[src/rtl/dpdm_tx_arbiter.sv]
// Two-requester transmit scheduler for the DPDM line encoder with start/drain watchdogs.
// Define DPDM_ARB_RR_EN for round-robin tie-break; otherwise requester 0 wins ties.
module dpdm_tx_arbiter #(
   parameter int unsigned IPG      = 4,
   parameter int unsigned START_TO = 16,
   parameter int unsigned DRAIN_TO = 32
) (
   input  logic       clock,
   input  logic       reset,
   input  logic [1:0] req,
   input  logic [1:0] snd,
   input  logic [1:0] bit_in,
   input  logic       enc_out_done,
   output logic [1:0] gnt,
   output logic       enc_valid,
   output logic       enc_bit,
   output logic [1:0] done,
   output logic       err_start,
   output logic       err_drain,
   output logic       busy
);

   typedef enum logic [2:0] {StIdle, StGrant, StSend, StDrain, StGap} state_t;

   localparam logic [7:0] StartLast = 8'(START_TO - 1);
   localparam logic [7:0] DrainLast = 8'(DRAIN_TO - 1);
   localparam logic [7:0] IpgLast   = 8'(IPG - 1);

   state_t     state_q, state_d;
   logic       w_q, w_d;
   logic [7:0] cnt_q, cnt_d;
   logic [1:0] gnt_d, done_d;
   logic       err_start_d, err_drain_d;
`ifdef DPDM_ARB_RR_EN
   logic       lsp_q, lsp_d;
`endif

   always_comb begin
      state_d     = state_q;
      w_d         = w_q;
      cnt_d       = cnt_q;
      done_d      = 2'b00;
      err_start_d = 1'b0;
      err_drain_d = 1'b0;
`ifdef DPDM_ARB_RR_EN
      lsp_d       = lsp_q;
`endif
      unique case (state_q)
         StIdle: begin
            if (|req) begin
               state_d = StGrant;
               if (req == 2'b11) begin
`ifdef DPDM_ARB_RR_EN
                  w_d = ~lsp_q;
`else
                  w_d = 1'b0;
`endif
               end else begin
                  w_d = req[1];
               end
            end
         end
         StGrant: begin
            if (snd[w_q]) begin
               state_d = StSend;
            end else if (cnt_q == StartLast) begin
               err_start_d = 1'b1;
`ifdef DPDM_ARB_RR_EN
               lsp_d       = w_q;
`endif
               state_d     = StIdle;
            end else begin
               cnt_d = cnt_q + 8'd1;
            end
         end
         StSend: begin
            if (!snd[w_q]) state_d = StDrain;
         end
         StDrain: begin
            // A done pulse on the expiry cycle takes precedence over the watchdog.
            if (enc_out_done) begin
               done_d[w_q] = 1'b1;
`ifdef DPDM_ARB_RR_EN
               lsp_d       = w_q;
`endif
               state_d     = StGap;
            end else if (cnt_q == DrainLast) begin
               err_drain_d = 1'b1;
`ifdef DPDM_ARB_RR_EN
               lsp_d       = w_q;
`endif
               state_d     = StGap;
            end else begin
               cnt_d = cnt_q + 8'd1;
            end
         end
         StGap: begin
            if (cnt_q == IpgLast) state_d = StIdle;
            else                  cnt_d   = cnt_q + 8'd1;
         end
         default: state_d = StIdle;
      endcase

      if (state_d != state_q) cnt_d = 8'd0;

      gnt_d = 2'b00;
      if (state_d == StGrant || state_d == StSend) gnt_d[w_d] = 1'b1;
   end

   always_ff @(posedge clock) begin
      if (reset) begin
         state_q   <= StIdle;
         w_q       <= 1'b0;
         cnt_q     <= 8'd0;
         gnt       <= 2'b00;
         done      <= 2'b00;
         err_start <= 1'b0;
         err_drain <= 1'b0;
`ifdef DPDM_ARB_RR_EN
         lsp_q     <= 1'b1;
`endif
      end else begin
         state_q   <= state_d;
         w_q       <= w_d;
         cnt_q     <= cnt_d;
         gnt       <= gnt_d;
         done      <= done_d;
         err_start <= err_start_d;
         err_drain <= err_drain_d;
`ifdef DPDM_ARB_RR_EN
         lsp_q     <= lsp_d;
`endif
      end
   end

   // Combinational so the encoder sees the first bit in the cycle it is driven.
   assign enc_valid = (state_q == StGrant || state_q == StSend) && snd[w_q];
   assign enc_bit   = enc_valid & bit_in[w_q];
   assign busy      = (state_q != StIdle);

endmodule

[config.mk]
export PLATFORM = sky130hd
export DESIGN_NAME = dpdm_tx_arbiter
export DESIGN_NICKNAME = d
export VERILOG_FILES = /design/src/rtl/dpdm_tx_arbiter.sv
export SDC_FILE = /design/constraint.sdc
export NUM_CORES = 1
export LEC_CHECK = 0
export ABC_AREA = 0
export CAP_MARGIN = 40
export CORE_UTILIZATION = 50
export CTS_CLUSTER_DIAMETER = 50
export CTS_CLUSTER_SIZE = 8
export DETAILED_ROUTE_END_ITERATION = 7
export PLACE_DENSITY = 0.77
export SYNTH_ARGS = -nofsm -noshare
export SYNTH_HDL_FRONTEND = slang
export SYNTH_SLANG_ARGS = --single-unit
[constraint.sdc]
create_clock -name clock -period 2.5 [get_ports clock]
set_clock_uncertainty 0.2 [all_clocks]
set_input_delay 0.5 -clock clock [delete_from_list [all_inputs] [get_ports clock]]
set_output_delay 0.5 -clock clock [all_outputs]
set_load 0.05 [all_outputs]
==> metrics.cfg <==
[yosys]
seq_area_frac_synth_pct = 37.2
synth_common_cells = dfxtp_1 (18), a21oi_1 (13), nor2_1 (8), o21ai_0 (8), or3_1 (7)
async_flop_share_pct = 0
synth_area_leader_cell = dfxtp_1
synth_top_area_share_pct = 37.2
synth_area_leaders = dfxtp_1 (37%), a21oi_1 (6.7%), or3_1 (4.5%), o21ai_0 (4.1%), nand3_1 (3.1%)
synth_cells = 114
yosysWarningCount = 0
synth_most_common_cell = dfxtp_1
syn_nets = 124
synth_seq_cells = 18
synth_edf_count = 0
syn_area_um2 = 968
synth-main-ff-cell = dfxtp_1
synth.avg_cell_area_um2 = 8.49
synth_cell_types = 38

[floorplan]
core_area_mm2 = 0.00176
fp.dieW_um = 46.0
ios = 18
dieArea_mm2 = 0.00212
die_h_um = 46.0
initial_core_util_pct = 54.9
num_rows = 15

[pwr]
power_density_mw_per_mm2 = 573
internal_power_uw = 495
pwr-share-clk_pct = 24.4
power.leakage_nw = 0.472
power.total_uw = 729
p_sw_uw = 234
combPwrFrac_pct = 32.5
switching_share_pct = 32.1
ir_drop_mv = 0.402
seqPwrFrac_pct = 43.1

[grt]
grt_first_pass_wirelength_um = 3610
grt_max_degree = 14
track_usage_pct = 23.4
antenna_found_initial = 0
grt_pass1_vias = 855
grt_overflow_total = 0

[sta]
fin_hold_ws_ns = 0.334
fin_crit_sh_pct = 95.6
slew_viol_final = 0
fmax_ghz = 0.418
min_period_ns = 2.39
slew_headroom_pct = 66.5
finalHoldViolations = 0
tightestPinTransition_ns = 0.501
finalSetupViolations = 0

[cells_and_area]
nFillCells = 139
diodes = 0
drive_gt1_share_pct = 18.2
area_growth_pct = 31.3
nets = 148
fin_util_pct = 72.1

[detailed_routing]
viasPerCell = 5.80
post-route-drc-count = 0
wl_um = 2110
dr_total_vias = 939
drtIter0Drc = 29
postRouteAntennaNets = 0
wl_per_cell_um = 13.0
dr.pass1.iters = 4

[cts]
cts-buffers-inserted = 3
cts.path.max_buffers = 2
clkTransAtPathRegs_ns = 0.10
cts-root-buf = clkbuf_4
clk_latency_ns = 0.29
clock_sinks = 18
h-tree-depth = 1
cts_tree = done
hold_buffers = 0

[job]
cap_violations = 0

[min_path]
hp-class = flip-flop to flip-flop

[place]
place_hpwl_um = 1630
port-buffer-count = 17
routabilityCongestion = 0.919

[setup_path]
startpoint_type = primary input
critPathRequiredTime_ns = 2.52
worstPathArrival_ns = 2.41
cp_max_fo = 13
endpoint_kind = flip-flop
path_class = primary input to flip-flop

[run_status]
status = finished clean

## critical path: stages
cell and delay, ns:
clkdlybuf4s50_1 0.43, mux2_4 0.29, buf_4 0.15, a2bb2oi_1 0.28, o221ai_4 0.21, or3_1 0.38
a21oi_1 0.16
## power by group through the flow
stage | logic, mW | clock network, mW | registers (mW)
2_1_floorplan | 0.146 | 0 | 0.329
3_3_place_gp | 0.228 | 0 | 0.321
3_5_place_dp | 0.231 | 0 | 0.320
4_1_cts | 0.232 | 0.183 | 0.314
5_1_grt | 0.256 | 0.196 | 0.316
6_report | 0.237 | 0.178 | 0.314
## per-layer routing
metal	GRT usage [%]	part of all wire (%)	routed length, µm
met4	8.24	0.81	17
met1	31.6	47	1000
met2	38.0	48	1010
met5	0	0	0
met3	2.78	4.0	84
## logic make-up after synthesis
group / Yosys count / share of synthesized area, %
flops: 18 / 37.2
mux: 3 / 3.62
fa+ha+maj: 1 / 1.29
simple gates: 47 / 27.5
buf+inv: 10 / 5.55
compound gates: 33 / 23.0
xor+xnor: 2 / 1.81
## cell type report
| type | instances | area, µm² | share of cell area (%) |
|---|---|---|---|
| sequential | 18 | 360 | 28.3 |
| inverter | 3 | 11.3 | 0.886 |
| tap | 25 | 31.3 | 2.46 |
| multi-input combinational | 86 | 577 | 45.4 |
| clock buffer | 4 | 36.3 | 2.85 |
| timing repair buffer | 26 | 255 | 20.1 |
## final timing paths
check / start / to / slack [ns] / cells past startpoint
worst max-delay path: snd[0] / cnt_q[6] / 0.11 / 7
worst min-delay path: cnt_q[7] / cnt_q[7] / 0.33 / 2
worst max register to register: cnt_q[0] / cnt_q[6] / 0.15 / 6
worst min register to register: cnt_q[7] / cnt_q[7] / 0.33 / 2
## cells in the final DEF, fill, tap and decap left out, drive strengths merged, types with 2 or more instances in the layout
master | Yosys | final
nor4 | 2 | 2
nand2 | 5 | 5
nor3 | 5 | 5
and3 | 3 | 3
or3 | 8 | 8
nand2b | 2 | 2
nand3 | 6 | 6
mux2i | 2 | 2
a21oi | 13 | 13
buf | 3 | 12
xnor2 | 2 | 2
inv | 3 | 3
nor2 | 8 | 8
a21o | 3 | 3
dfxtp | 18 | 18
clkdlybuf4s50 | 0 | 14
o21ai | 8 | 8
clkbuf | 4 | 4
## sequential cells by signal (all words and copies together), names as in the netlist
signal and count:
done 2, gnt 2, err_start 1, w_q 1
state_q 3, cnt_q 8, err_drain 1
## stage by stage
| step | cell area [µm²] | setup WS, ns | instances | setup TNS [ns] |
|---|---|---|---|---|
| after floorplan | 980 | 0.0628 | 114 | 0 |
| after global placement | 1220 | -0.111 | 158 | -0.848 |
| after global routing | 1270 | -0.0106 | 162 | -0.0106 |
| after detailed placement | 1220 | -0.161 | 158 | -1.11 |
| after CTS | 1260 | 0.0600 | 162 | 0 |
| final | 1270 | 0.110 | 162 | 0 |
## what timing repair did
| action | CTS | global route |
|---|---|---|
| endpoints found under the setup margin | 0 | 7 |
| setup buffers | 0 | 0 |
| gates resized for setup | 0 | 1 |
Note: power is estimated with default switching activity, not from simulation.
